--- src/rtl/lab2_encoder_event_fifo.sv ---
`default_nettype none
// ============================================================================
// Module      : lab2_encoder_event_fifo
// Description : Detects new {v, aout} events from a 4-bit priority encoder
//               and queues their 2-bit codes in a first-word-fall-through
//               FIFO. Also keeps a saturating accepted-event counter and a
//               sticky overflow flag.
// Revision    : 1.0 - initial release
// ============================================================================
module lab2_encoder_event_fifo #(
  parameter int DEPTH = 4,
  parameter int CNT_W = 8
) (
  input  logic                       clk,
  input  logic                       rst,
  input  logic [1:0]                 aout,
  input  logic                       v,
  input  logic                       pop,
  output logic [1:0]                 out_code,
  output logic                       out_valid,
  output logic [$clog2(DEPTH):0]     level,
  output logic                       full,
  output logic                       empty,
  output logic                       overflow,
  output logic [CNT_W-1:0]           ev_cnt
);

  localparam int PTR_W = $clog2(DEPTH);
  localparam int LVL_W = PTR_W + 1;
  localparam logic [PTR_W-1:0] PTR_ONE  = PTR_W'(1);
  localparam logic [LVL_W-1:0] LVL_ONE  = LVL_W'(1);
  localparam logic [LVL_W-1:0] LVL_FULL = LVL_W'(DEPTH);
  localparam logic [CNT_W-1:0] CNT_ONE  = CNT_W'(1);
  localparam logic [CNT_W-1:0] CNT_MAX  = {CNT_W{1'b1}};

  logic             prev_v;
  logic [1:0]       prev_aout;
  logic [PTR_W-1:0] wr_ptr;
  logic [PTR_W-1:0] rd_ptr;
  logic [LVL_W-1:0] level_q;
  logic             overflow_q;
  logic [CNT_W-1:0] ev_cnt_q;
  logic [1:0]       mem [DEPTH];

  logic             event_det;
  logic             do_pop;
  logic             do_push;
  logic             is_full;
  logic             is_empty;

  // Event detection and push/pop qualification. A push into a full FIFO is
  // still accepted when a pop frees the head slot in the same cycle.
  always_comb begin
    is_full   = (level_q == LVL_FULL);
    is_empty  = (level_q == '0);
    event_det = v && (!prev_v || (aout != prev_aout));
    do_pop    = pop && !is_empty;
    do_push   = event_det && (!is_full || do_pop);
  end

  // History registers, pointers, level, overflow flag and event counter.
  always_ff @(posedge clk) begin
    if (rst) begin
      prev_v     <= 1'b0;
      prev_aout  <= 2'd0;
      wr_ptr     <= '0;
      rd_ptr     <= '0;
      level_q    <= '0;
      overflow_q <= 1'b0;
      ev_cnt_q   <= '0;
    end else begin
      prev_v    <= v;
      prev_aout <= aout;
      if (do_push) begin
        wr_ptr <= wr_ptr + PTR_ONE;
        if (ev_cnt_q != CNT_MAX) begin
          ev_cnt_q <= ev_cnt_q + CNT_ONE;
        end
      end
      if (do_pop) begin
        rd_ptr <= rd_ptr + PTR_ONE;
      end
      if (event_det && !do_push) begin
        overflow_q <= 1'b1;
      end
      if (do_push && !do_pop) begin
        level_q <= level_q + LVL_ONE;
      end else if (do_pop && !do_push) begin
        level_q <= level_q - LVL_ONE;
      end
    end
  end

  // Storage array; contents are only meaningful below level, so no reset.
  always_ff @(posedge clk) begin
    if (!rst && do_push) begin
      mem[wr_ptr] <= aout;
    end
  end

  // Outputs come from registered state only.
  always_comb begin
    out_code  = is_empty ? 2'd0 : mem[rd_ptr];
    out_valid = !is_empty;
    level     = level_q;
    full      = is_full;
    empty     = is_empty;
    overflow  = overflow_q;
    ev_cnt    = ev_cnt_q;
  end

endmodule
`default_nettype wire

--- config.mk ---
export PLATFORM = sky130hd
export DESIGN_NAME = lab2_encoder_event_fifo
export DESIGN_NICKNAME = d
export VERILOG_FILES = /design/src/rtl/lab2_encoder_event_fifo.sv
export SDC_FILE = /design/constraint.sdc
export NUM_CORES = 1
export LEC_CHECK = 0
export CAP_MARGIN = 25
export CORE_AREA = 10 10 67 69
export DETAILED_ROUTE_END_ITERATION = 7
export DIE_AREA = 0 0 77 79
export HOLD_SLACK_MARGIN = 0.03
export PLACE_DENSITY = 0.65
export SLEW_MARGIN = 20
export SYNTH_ARGS = -nofsm -noshare
export SYNTH_HDL_FRONTEND = slang
export SYNTH_SLANG_ARGS = --single-unit
--- constraint.sdc ---
create_clock -name clk -period 3.77 [get_ports clk]
set_input_delay 0.754 -clock clk [delete_from_list [all_inputs] [get_ports clk]]
set_output_delay 0.754 -clock clk [all_outputs]
set_load 0.01 [all_outputs]
==> summary.md <==
| Metric | Value |
|---|---|
| Crit-path slowest cell | clkdlybuf4s50_1 |
| CP endpoint kind | register |
| Netlist cell types | 37 |
| Leakage power | 0.664 nW |
| Clock power share | 29.4% |
| CTS tree | yes |
| Final WS setup | 0.962 ns |
| Final Core Density | 54.0% |
| Drt first pass iters | 4 |
| Final worst path period share | 74.5% |
| CTS Buf Count | 5 |
| Sequential Power Share | 38.2% |
| WP data arrival | 3.06 ns |
| Vias in the first global route | 1,062 |
| Fill cells | 309 |
| Postcts setup bufs | 0 |
| Max Freq | 356 MHz |
| Sequential cell area | 661 µm² |
| Die width | 77 µm |
| Fraction of registers with async set/reset | 0% |
| Critical Path Start Type | input port |
| Gr usage total | 9.63% |
| Routed vias | 998 |
| DRT Wirelength | 2770 µm |
| Tmin final | 2.81 ns |
| Slew Limit Fails | 0 |
| Bufs on Longest Clock Path | 2 |
| 1st-iter DRT viols | 70 |
| Worst Tran Pin Value | 0.429 ns |
| Post-Synthesis Cells | 125 |
| Area leader, netlist | dfxtp_1 |
| Outcome | complete, no violations |
| Post_cts resized | 0 |
| Setup Skew | 0.00735 ns |
| Net Sw Frac | 28.7% |
| Footprint of the multi-input gates | 669 µm² |
| CP cell instances | clkdlybuf4s50_1 -> xnor2_1 -> nand3_1 -> nand3_4 -> inv_4 -> ha_1 -> inv_1 -> fa_1 -> xor2_1 -> or3_1 -> a21oi_1 |
| Root Buffer | clkbuf_4 |
| # H-tree levels | 2 |
| DR vias/cell | 5.07 |
| Final Hold Viols | 0 |
| Nets@finish | 163 |
| CTS Hold Bufs | 0 |
| Final ANT Viol Nets | 0 |
| Hold path cells | 2 |
| Crit path to | level[2] |
| Die Y-Extent | 79 µm |
| I/O Pins | 23 |
| R2R setup slack | 1.48 ns |
| #FFs+latches synth | 29 |
| Synth top cells by count | dfxtp_1, nor2_1, a21oi_1, edfxtp_1 |
| Antenna cells | 0 |
| Die area | 6080 µm² |
| Top post-synthesis cells by area | dfxtp_1, edfxtp_1, ha_1 |
| Net Sw Power | 303 µW |
| Syn Nets | 138 |
| Internal cell power | 754 µW |
| VDD IR max | 224 µV |
| Initial antenna violation count | 0 |
| Post-DP HPWL | 2120 µm |
| Share of layout cells above drive strength 1 | 13.2% |
| Reg-to-Reg Start | level[0] |
| Max-Cap Viols | 0 |
| Gp weighted congestion | 0.741 |
| Sequential-to-total area share from yosys stat | 47.9% |
| # setup viols final | 0 |
| DRC viols | 0 |
| Capturing point of the worst reg2reg path | level[2] |
| Starting density of the core | 42.7% |
| Avg Cell Area, Syn | 11.0 µm² |
| Hold Crit Class | reg2reg |
| Area grow syn2layout | 26.7% |
| Kind of critical path | in2reg |
| Worst skew pair latency | 0.32 ns |
| Worst slack, placed | 0.619 ns |
| Yosys top cell area share | 30.5% |
| Setup TNS | 0 ns |
| Comb pwr share | 32.4% |
| Post-synth EDFFs | 8 |
| CP startpoint | aout[1] |
| CP max stage delay | 0.52 ns |
| Synth Flop Type | dfxtp_1 |
| Cell Rows | 21 |
| Synthesized cell area | 1380 µm² |
| Per-cell routed wire length | 14.1 µm |
| PortBufs | 22 |
| Placed cell areas | 1640 µm² |
| Slew margin rel. | 71.4% |
| Global route total overflow | 0 |
| Design area | 1750 µm² |
| Total power | 1.06 mW |
| Core box area | 3230 µm² |
| Largest net degree at the start of global routing | 21 |
| RSZ-0062 raised after global routing | false |
| Critical Path RT | 4.03 ns |
| Count leader, synth | dfxtp_1 |
| Worst Reg-to-Reg Cells | 8 |
| CTS Sinks | 29 |
| Worst-path fanout max | 6 |
| First-pass GRT wire length | 4780 µm |
| Synthesis Warnings | 0 |
| Power per Cell Area | 605 nW/µm² |
| Clk slew on worst S/H paths | 0.09 ns |
==> metal layers <==
metal	vias to the layer above	track usage (%)	wire length [µm]
met5	-	0	0
met4	0	3.28	31
met3	4	5.52	260
met2	26	16.6	1350
met1	467	9.63	1130
li1	501	-	-
==> cell type report <==
class                      instances  area share (%)
timing repair buffer              23            13.0
inverter                           7            1.65
tap                               46            3.30
multi-input combinational         84            38.3
sequential                        29            37.8
clock inverter                     3            3.72
clock buffer                       5            2.15
==> cell families (layout without fill, tap and decap cells) <==
family                   after synthesis  count (layout)  share of synthesized area, %
multiplexers                           6               6                          6.90
AND/OR/NAND/NOR                       46              46                          21.2
buffers and inverters                 12              38                          3.54
AO/OA/AOI/OAI                         19              19                          9.71
XOR/XNOR                               6               6                          3.81
flip-flops                            29              29                          47.9
adder cells (fa/ha/maj)                7               7                          6.90
==> sequential cells by signal, summed over array words and instances, names as in the netlist, named ones only <==
name       flops
ev_cnt         8
rd_ptr         2
overflow       1
mem            8
level          3
prev_v         1
prev_aout      2
wr_ptr         2
==> metrics by stage <==
| stage | hold WS [ns] | instances |
|---|---|---|
| floorplan | 0.482 | 125 |
| global placement | 0.493 | 189 |
| detailed placement | 0.509 | 189 |
| CTS | 0.530 | 197 |
| global route | 0.558 | 197 |
| finish | 0.516 | 197 |
==> power groups by stage <==
stage	combinational, mW	sequential [mW]	clock [mW]
finish	0.343	0.404	0.310
global route	0.380	0.412	0.334
CTS	0.351	0.406	0.318
detailed placement	0.346	0.413	0
global placement	0.336	0.410	0
floorplan	0.195	0.411	0
==> critical path, delay by kind of cell <==
kind                     cells  cell delay (ns)
AND/OR/NAND/NOR              3             0.61
AO/OA/AOI/OAI                1             0.14
adder cells (fa/ha/maj)      2             0.54
XOR/XNOR                     2             0.34
buffers and inverters        3             0.68
==> cells in the final DEF, fill, tap and decap left out, types with 3 or more instances in the layout <==
master / n
clkdlybuf4s50_1: 22
dfxtp_1: 21
nor2_1: 12
a21oi_1: 8
edfxtp_1: 8
inv_1: 6
ha_1: 6
nor3b_1: 5
clkbuf_4: 5
or3_1: 4
xor2_1: 4
nor2b_1: 4
o21ai_0: 4
nand3_1: 3
nand2_1: 3
o31ai_1: 3
or4_1: 3
==> worst min-delay path by stage <==
stage | from | end | slack, ns
6_report | overflow | overflow | 0.52
5_1_grt | wr_ptr[1] | wr_ptr[1] | 0.56
4_1_cts | overflow | overflow | 0.53
3_5_place_dp | overflow | overflow | 0.51
3_3_place_gp | ev_cnt[5] | ev_cnt[5] | 0.49
2_1_floorplan | wr_ptr[1] | wr_ptr[1] | 0.48
No activity file was read; power rests on OpenSTA's default activity.
